--- src/rtl/barrel_normalizer_pkg.sv ---
`default_nettype none
// ============================================================================
// Module      : barrel_normalizer_pkg
// Description : State encoding and stage helpers for the leading-one normalizer.
// Revision    : 1.0 - initial release
// ============================================================================
package barrel_normalizer_pkg;

    typedef enum logic [1:0] {
        ST_IDLE = 2'd0,
        ST_RUN  = 2'd1,
        ST_DONE = 2'd2
    } norm_state_e;

    // Number of top bits examined by stage k: min(2^k, nbits).
    function automatic int stage_width(input int k, input int nbits);
        return ((1 << k) < nbits) ? (1 << k) : nbits;
    endfunction

    function automatic int idx_width(input int n);
        return (n > 1) ? $clog2(n) : 1;
    endfunction

endpackage
`default_nettype wire

--- src/rtl/barrel_norm_stage.sv ---
`default_nettype none
// ============================================================================
// Module      : barrel_norm_stage
// Description : One normalizer stage; shifts left by 2^k when the top bits are clear.
// Revision    : 1.0 - initial release
// ============================================================================
module barrel_norm_stage
    import barrel_normalizer_pkg::*;
#(
    parameter int nBits = 8,
    parameter int KW    = 2
) (
    input  logic [nBits-1:0] i_data,
    input  logic [KW-1:0]    i_k,
    output logic [nBits-1:0] o_data,
    output logic             o_taken
);

    int   w_width;
    int   w_shamt;
    logic w_any_one;

    always_comb begin
        w_width   = stage_width(int'(i_k), nBits);
        w_shamt   = 1 << i_k;
        w_any_one = 1'b0;
        for (int i = 0; i < nBits; i++) begin
            if ((i >= nBits - w_width) && i_data[i]) begin
                w_any_one = 1'b1;
            end
        end
        o_taken = ~w_any_one;
        o_data  = o_taken ? (i_data << w_shamt) : i_data;
    end

endmodule
`default_nettype wire

--- src/rtl/barrel_normalizer.sv ---
`default_nettype none
// ============================================================================
// Module      : barrel_normalizer
// Description : Iterative leading-one normalizer, one power-of-two stage per clock.
// Revision    : 1.0 - initial release
// ============================================================================
module barrel_normalizer
    import barrel_normalizer_pkg::*;
#(
    parameter int nShifts = 3,
    parameter int nBits   = 8
) (
    input  logic               clk,
    input  logic               reset_n,
    input  logic [nBits-1:0]   in_data,
    input  logic               in_valid,
    output logic               in_ready,
    output logic [nBits-1:0]   out_data,
    output logic [nShifts-1:0] out_count,
    output logic               out_zero,
    output logic               out_valid,
    input  logic               out_ready
);

    localparam int          KW    = idx_width(nShifts);
    localparam logic [KW-1:0] K_TOP = KW'(nShifts - 1);

    norm_state_e          state_q, state_d;
    logic [KW-1:0]        k_q, k_d;
    logic [nBits-1:0]     work_q, work_d;
    logic [nShifts-1:0]   count_q, count_d;
    logic                 in_ready_q, in_ready_d;
    logic                 out_valid_q, out_valid_d;
    logic [nBits-1:0]     out_data_q, out_data_d;
    logic [nShifts-1:0]   out_count_q, out_count_d;
    logic                 out_zero_q, out_zero_d;

    logic [nBits-1:0]     w_stage_data;
    logic                 w_taken;
    logic [nBits-1:0]     w_work_next;
    logic [nShifts-1:0]   w_count_next;
    logic                 w_zero;

    barrel_norm_stage #(
        .nBits (nBits),
        .KW    (KW)
    ) u_stage (
        .i_data  (work_q),
        .i_k     (k_q),
        .o_data  (w_stage_data),
        .o_taken (w_taken)
    );

    always_comb begin
        w_work_next  = w_taken ? w_stage_data : work_q;
        w_count_next = count_q | (nShifts'(w_taken) << k_q);
        w_zero       = (w_work_next == '0);

        state_d     = state_q;
        k_d         = k_q;
        work_d      = work_q;
        count_d     = count_q;
        in_ready_d  = in_ready_q;
        out_valid_d = out_valid_q;
        out_data_d  = out_data_q;
        out_count_d = out_count_q;
        out_zero_d  = out_zero_q;

        case (state_q)
            ST_IDLE: begin
                if (in_valid) begin
                    state_d    = ST_RUN;
                    work_d     = in_data;
                    count_d    = '0;
                    k_d        = K_TOP;
                    in_ready_d = 1'b0;
                end
            end
            ST_RUN: begin
                work_d  = w_work_next;
                count_d = w_count_next;
                if (k_q == '0) begin
                    state_d     = ST_DONE;
                    out_valid_d = 1'b1;
                    out_data_d  = w_work_next;
                    // A zero input takes every stage; report no shift instead.
                    out_count_d = w_zero ? '0 : w_count_next;
                    out_zero_d  = w_zero;
                end else begin
                    k_d = k_q - 1'b1;
                end
            end
            ST_DONE: begin
                if (out_ready) begin
                    state_d     = ST_IDLE;
                    out_valid_d = 1'b0;
                    in_ready_d  = 1'b1;
                end
            end
            default: begin
                state_d     = ST_IDLE;
                in_ready_d  = 1'b1;
                out_valid_d = 1'b0;
            end
        endcase
    end

    always_ff @(posedge clk or negedge reset_n) begin
        if (!reset_n) begin
            state_q     <= ST_IDLE;
            k_q         <= K_TOP;
            work_q      <= '0;
            count_q     <= '0;
            in_ready_q  <= 1'b1;
            out_valid_q <= 1'b0;
            out_data_q  <= '0;
            out_count_q <= '0;
            out_zero_q  <= 1'b0;
        end else begin
            state_q     <= state_d;
            k_q         <= k_d;
            work_q      <= work_d;
            count_q     <= count_d;
            in_ready_q  <= in_ready_d;
            out_valid_q <= out_valid_d;
            out_data_q  <= out_data_d;
            out_count_q <= out_count_d;
            out_zero_q  <= out_zero_d;
        end
    end

    assign in_ready  = in_ready_q;
    assign out_valid = out_valid_q;
    assign out_data  = out_data_q;
    assign out_count = out_count_q;
    assign out_zero  = out_zero_q;

endmodule
`default_nettype wire

--- config.mk ---
export PLATFORM = sky130hd
export DESIGN_NAME = barrel_normalizer
export DESIGN_NICKNAME = d
export VERILOG_FILES = /design/src/rtl/barrel_normalizer_pkg.sv /design/src/rtl/barrel_norm_stage.sv /design/src/rtl/barrel_normalizer.sv
export SDC_FILE = /design/constraint.sdc
export NUM_CORES = 1
export LEC_CHECK = 0
export BUFFER_PORTS_ARGS = -buffer_cell sky130_fd_sc_hd__buf_4
export CAP_MARGIN = 20
export CORE_MARGIN = 8
export CORE_UTILIZATION = 40
export CTS_BUF_LIST = sky130_fd_sc_hd__clkbuf_4 sky130_fd_sc_hd__clkbuf_8 sky130_fd_sc_hd__clkbuf_16
export CTS_CLUSTER_SIZE = 8
export DETAILED_ROUTE_END_ITERATION = 7
export PLACE_DENSITY = 0.61
export SYNTH_ARGS = -nofsm -noshare
export SYNTH_HDL_FRONTEND = slang
export SYNTH_SLANG_ARGS = --single-unit
--- constraint.sdc ---
create_clock -name clk -period 3.77 [get_ports clk]
set_input_delay 0.754 -clock clk [delete_from_list [all_inputs] [get_ports clk]]
set_output_delay 0.754 -clock clk [all_outputs]
set_load 0.05 [all_outputs]
==> results of run 1 <==
==> worst max-delay path, delay by kind of cell (launching register included) <==
family	cells	cell delay [ps]
compound gates	1	70
fa+ha+maj	1	400
buf+inv	2	460
flops	1	440
mux	1	370
simple gates	4	1110
==> kinds of logic (layout without fill, tap and decap cells) <==
family | count (synthesis) | after routing
AOI/OAI and AO/OA | 64 | 64
DFF | 29 | 29
adders and majority gates | 6 | 6
muxes | 11 | 11
and+or+nand+nor | 76 | 76
buffers and inverters | 20 | 44
==> cell usage after synthesis (2+ instances only) <==
| master | number | share of area, % |
|---|---|---|
| a31oi_1 | 5 | 1.7 |
| dfrtp_1 | 27 | 38 |
| nor2b_1 | 3 | 1.0 |
| o211ai_1 | 2 | 0.83 |
| mux2_2 | 2 | 1.3 |
| o22a_1 | 2 | 0.97 |
| clkbuf_1 | 8 | 1.7 |
| mux2i_1 | 8 | 4.5 |
| dfstp_2 | 2 | 2.9 |
| nor4b_1 | 2 | 0.97 |
| a32oi_1 | 3 | 1.5 |
| nor3_1 | 2 | 0.56 |
| a21oi_1 | 16 | 4.5 |
| nand3_1 | 3 | 0.83 |
| ha_1 | 6 | 4.2 |
| nand4_1 | 2 | 0.70 |
| buf_2 | 4 | 1.1 |
| nand2_1 | 24 | 5.0 |
| and3b_1 | 2 | 0.97 |
| nor2_1 | 26 | 5.4 |
| nand2b_1 | 3 | 1.0 |
| inv_1 | 7 | 1.5 |
| o2bb2ai_1 | 2 | 0.97 |
| o21ai_0 | 22 | 6.1 |
==> metrics by stage <==
step | power (W) | hold WS, ps | util, %
3_3_place_gp | 0.00192 | 466 | 46.5
3_5_place_dp | 0.00192 | 476 | 46.5
5_1_grt | 0.00244 | 417 | 49.3
2_1_floorplan | 0.00155 | 457 | -
4_1_cts | 0.00226 | 402 | 49.3
6_report | 0.00226 | 385 | 49.3
==> final timing paths <==
path                                         start                       end  slack, ps  cells past startpoint
max reg2reg                     k_q[0]$_DFFE_PN0P_  out_count[1]$_DFFE_PN0P_        780                      9
min reg2reg                out_data[1]$_DFFE_PN0P_   out_data[1]$_DFFE_PN0P_        480                      2
min                                        reset_n     work_q[1]$_DFFE_PN0P_        380                      1
max in group asynchronous                  reset_n        k_q[1]$_DFFE_PN1P_       3070                      1
max                             k_q[0]$_DFFE_PN0P_  out_count[1]$_DFFE_PN0P_        780                      9
min in group clk           out_data[1]$_DFFE_PN0P_   out_data[1]$_DFFE_PN0P_        480                      2
==> report_power, final <==
part | total (W) | switching (W) | internal (W)
logic | 0.00127 | 0.000818 | 0.000455
registers | 0.000643 | 0.000187 | 0.000455
clock network | 0.000344 | 0.000129 | 0.000215
==> sequential cells by signal, summed over array words and instances (netlist names) <==
name       flops
in_ready       1
count_q        3
k_q            2
out_zero       1
out_count      3
work_q         8
out_valid      1
state_q        2
out_data       8
==> metal layers <==
metal / share of wire, % / up-vias
met1: 43 / 775
met5: 0 / -
met2: 47 / 52
met4: 3.6 / 0
li1: - / 786
met3: 6.1 / 16
==> final cells by class <==
cell class | count | area [um2] | share of cell area [%]
Clock buffer | 6 | 82.6 | 3.85
Inverter | 7 | 26.3 | 1.22
Clock inverter | 2 | 37.5 | 1.75
Sequential cell | 29 | 728 | 33.9
Tap cell | 52 | 65.1 | 3.03
Timing Repair Buffer | 29 | 218 | 10.1
Multi-Input combinational cell | 157 | 988 | 46.1
==> out/metrics.cfg, run 1 <==
[cts]
cts_buffer_depth=2
root_buffer=clkbuf_8
numCtsBuffers=5
clkSlewWorstSetupHoldPaths_ps=70
cts_setup_buffers=0
ctsHoldBuffers=0
clk_latency_ps=290
ctsHtreeMaxLevel=2
cts_tree=done
post_cts_resized=0
cts_sinks=29

[timing]
slew_violations=0
setup_viol=0
fin_skew_ps=8.08
layout_worst_path_cycle_share_pct=79.2
worst_slew_pin_slew_ps=787
fin_ws_ps=784
rsz0062_at_grt=false
fmax_mhz=335
hold_violations=0
min_period_ps=2990
relSlewSlack_pct=47.0
setup-tns-final_ps=0

[critical_path]
critPathLaunchType=flip-flop
crit_type=reg2reg
max_stage_delay_ps=440
arrival_ps=3130
critPathSlowestCell=dfrtp_1
end_kind=flip-flop
path_cells=inv_1 -> ha_1 -> buf_4 -> nand2b_1 -> and4b_1 -> mux2_2 -> or3b_4 -> nor4_4 -> a211oi_1
required_ps=3920
cp_max_fo=13

[final_layout]
area_growth_pct=19.3
final_cell_mix=buf_4, dfrtp_1, nor2_1
drive_gt1_share_pct=19.6
final_cells=282
design_area_mm2=0.00215
n_fill_cell=420
nNetsFinal=247
diodes=0
final_common_cell=buf_4

[synthesis]
ys_ff_latch=29
synth_edf_count=0
synth_top_family_by_area=compound AO/OA/AOI/OAI gates
ys.flop_type=dfrtp_1
yosys.area_share.adder_pct=4.18
synth.area.mux_share_pct=6.96
yosys_warnings=0
synth_compound_area_share_pct=22.3
async_reset_ff_share_pct=100
synth_xor_area_share_pct=0
synthCells=206
syn-cell-area_mm2=0.00180
syn_area_per_cell_um2=8.73
ys_seq_area_share_pct=40.5
synth_nets=224
synthSimpleGateAreaFrac_pct=21.6
synth_cell_type_count=47

[detailed_routing]
route.detailed.wl_per_inst_um=17.2
vias_per_cell=5.78
ant_nets=0
drt_iter0_drc=140
drc_errors=0
drtPass1Iterations=4
vias=1629
routed_wl_mm=4.85

[hold_path]
hp-class=in2async

[power_and_ir_drop]
p_per_area_mw_per_mm2=1050
p_leak_nw=0.939
ir_worst_vdd_uv=465

[placement]
dpl_cell_area_mm2=0.00203
gp_congestion=0.898
dp_cells=274
port-buffer-count=25
dpl.hpwl_mm=3.57
pre_cts_ws_ps=820

[floorplanning]
die_w_um=83.0
rows=24
dieArea_mm2=0.00690
coreArea_mm2=0.00435
start_util_pct=41.3
num_io_pins=26
die_y_um=83.0

[global_routing]
use_met3_pct=3.13
grt.total_usage_pct=14.6
met2_usage_pct=23.5
grt_use_met1_pct=17.7
top_usage_layer=met2
grt.overflow.total=0
first_global_vias=1658
grt_pass1_wl_mm=8.30
grt_max_degree=30
grt_antenna_before_repair=0

[run]
maxCapViolations=0

[run_status]
outcome=finished, final reports clean

Note: power is estimated with default switching activity, not from simulation.
==> run 2, diff against run 1 <==
Settings changed: PLACE_DENSITY 0.61 to 0.63.
Clock period 3.77 ns to 2.4 ns, I/O delays scaled along.
==> run 2 against run 1 <==
  * First-iteration DRC count grew 15%
  * Sequential power grew 43%
  * Cell count grew 11%
  * Sequential share of layout area shrank 4.5 points
  * Highest routed layer unchanged
  * Cell area grew 15%
  * Setup slack lost 760 ps
  * Power grew 84%
==> out/metrics.cfg, run 2 (same netlist as run 1, synthesis figures left out) <==
[timing]
fmax_mhz=420  ; +25%
slew_violations=0  ; unchanged
min_period_ps=2380  ; -606 ps
rsz0062_at_grt=true
fin_skew_ps=5.53  ; -2.55 ps
fin_ws_ps=20.6  ; -764 ps
setup_viol=0  ; unchanged
setup-tns-final_ps=0  ; unchanged
hold_violations=0  ; unchanged
relSlewSlack_pct=65.7  ; +19 points
worst_slew_pin_slew_ps=508  ; -279 ps
layout_worst_path_cycle_share_pct=99.1  ; +20 points

[cts]
cts_tree=done
cts_sinks=29  ; unchanged
ctsHoldBuffers=0  ; unchanged
root_buffer=clkbuf_8
clkSlewWorstSetupHoldPaths_ps=70  ; about the same
cts_buffer_depth=2  ; unchanged
numCtsBuffers=5  ; unchanged
clk_latency_ps=280  ; about the same
ctsHtreeMaxLevel=2  ; unchanged

[global_routing]
grt_max_degree=30  ; unchanged
grt.overflow.total=0  ; unchanged
grt_antenna_before_repair=0  ; unchanged
grt_pass1_wl_mm=9.25  ; +11%
grt.total_usage_pct=16.2  ; +1.5 points
first_global_vias=1809  ; +9.1%

[critical_path]
rr_startpoint=k_q[1]$_DFFE_PN1P_
crit_type=reg2reg
critPathLaunchType=flip-flop
cp_max_fo=4  ; -9
cp_num_buf_inv=1  ; -1
max_stage_delay_ps=540  ; +100 ps
critPathSlowestCell=dfstp_2
rr_worst_depth=8  ; -1
worstReg2RegEnd=out_count[0]$_DFFE_PN0P_
critical-path-top-delay-family=simple AND/OR/NAND/NOR gates
end_kind=flip-flop
path_cells=inv_2 -> ha_4 -> mux4_2 -> nand2b_4 -> a41oi_2 -> o2111ai_2 -> nor4_4 -> a21oi_1
required_ps=2550  ; -1370 ps
reg2reg_setup_slack_ps=20  ; -760 ps
arrival_ps=2530  ; -600 ps

[power_and_ir_drop]
p_leak_nw=1.11  ; +19%
clockPowerShare_pct=13.1  ; -2.1 points
swShare_pct=48.1  ; -2.1 points
design_power_total_w=0.00416  ; +84%
power_frac_comb_pct=64.8  ; +8.5 points
ir_worst_vdd_uv=922  ; +98%
p_per_area_mw_per_mm2=1680  ; +60%
p_int_w=0.00216  ; +92%
seqPwrFrac_pct=22.2  ; -6.2 points
power_switching_w=0.00200  ; +76%

[placement]
pre_cts_ws_ps=-130  ; -951 ps
dpl_cell_area_mm2=0.00224  ; +11%
gp_congestion=0.932  ; +3.8%
dpl.hpwl_mm=4.23  ; +18%
port-buffer-count=25  ; unchanged

[detailed_routing]
vias=1791  ; +9.9%
drc_errors=0  ; unchanged
drtPass1Iterations=6  ; +2
ant_nets=0  ; unchanged
drt_iter0_drc=161  ; +15%
routed_wl_mm=5.74  ; +18%
vias_per_cell=5.70  ; -1.3%
route.detailed.wl_per_inst_um=18.3  ; +6.4%

[floorplanning]
rows=24  ; unchanged
die_w_um=83.0  ; unchanged
start_util_pct=41.3  ; unchanged
die_y_um=83.0  ; unchanged
dieArea_mm2=0.00690  ; unchanged
coreArea_mm2=0.00435  ; unchanged
num_io_pins=26  ; unchanged

[final_layout]
diodes=0  ; unchanged
design_area_mm2=0.00247  ; +15%
drive_gt1_share_pct=34.0  ; +14 points
area_growth_pct=37.5
final_cell_mix=buf_4, dfrtp_1, nor2_1, nand2_1, o21ai_0
nNetsFinal=279  ; +13%
final_common_cell=buf_4

[run_status]
outcome=finished, final reports clean

[run]
maxCapViolations=0  ; unchanged

[hold_path]
hp-class=in2async

[run 2: cell count changes in the layout (fill, tap and decap cells not counted), sizes merged]
cell      delta
buf         +32
clkbuf       +1
clkinvlp     -1
[run 2: what timing repair did]
item | in CTS | in global routing
endpoints found under the setup margin | 4 | 4
resized for setup | 10 | 9
hold endpoints to repair | 0 | 0
pin swaps | 2 | 6
setup buffers | 3 | 1
[run 2: power by group through the flow]
| stage | sequential [W] | clock, W | combinational, W |
|---|---|---|---|
| after floorplan | 0.00122 | 0 | 0.00122 |
| after global routing | 0.000953 | 0.000569 | 0.00290 |
| after global placement | 0.000918 | 0 | 0.00246 |
| after CTS | 0.000914 | 0.000549 | 0.00258 |
| final | 0.000921 | 0.000543 | 0.00269 |
| after detailed placement | 0.000918 | 0 | 0.00248 |
[run 2: per-stage QoR]
step | hold WS [ps] | util [%] | std cells
final | 126 | 56.8 | 314
after global routing | 146 | 56.8 | 314
after CTS | 128 | 55.6 | 313
after detailed placement | 431 | 51.4 | 302
after global placement | 426 | 51.4 | 302
after floorplan | 184 | - | 206
[run 2: worst register-to-register path: stages, from the launching register on]
cell and delay (ps):
dfstp_2 540, inv_2 60, ha_4 180, mux4_2 460, nand2b_4 170, a41oi_2 210, o2111ai_2 180, nor4_4 390
a21oi_1 70
[run 2: worst max path at each step]
| stage | slack (ps) | from | endpoint | cells after the start |
|---|---|---|---|---|
| finish | 20 | k_q[1]$_DFFE_PN1P_ | out_count[0]$_DFFE_PN0P_ | 8 |
| global route | -60 | k_q[1]$_DFFE_PN1P_ | out_count[2]$_DFFE_PN0P_ | 8 |
| CTS | -70 | k_q[1]$_DFFE_PN1P_ | out_count[1]$_DFFE_PN0P_ | 9 |
| detailed placement | -130 | k_q[1]$_DFFE_PN1P_ | out_count[1]$_DFFE_PN0P_ | 8 |
| global placement | -50 | k_q[1]$_DFFE_PN1P_ | out_count[1]$_DFFE_PN0P_ | 8 |
| floorplan | 50 | k_q[1]$_DFFE_PN1P_ | out_count[1]$_DFFE_PN0P_ | 7 |
[run 2: final cells by class]
| class | count | area [um2] |
|---|---|---|
| Inverter | 7 | 28.8 |
| Sequential cell | 29 | 728 |
| Tap cell | 52 | 65.1 |
| Multi-Input combinational cell | 157 | 1060 |
| Fill cell | 398 | 1880 |
| Clock inverter | 1 | 30.0 |
| Timing Repair Buffer | 61 | 465 |
| Clock buffer | 7 | 90.1 |
[run 2: metal layers]
metal	track usage, %	up-vias	share of wire (%)
met5	0	-	0
met3	3.42	12	4.5
li1	-	851	-
met4	5.27	0	2.8
met2	27.3	56	48
met1	19.8	872	44
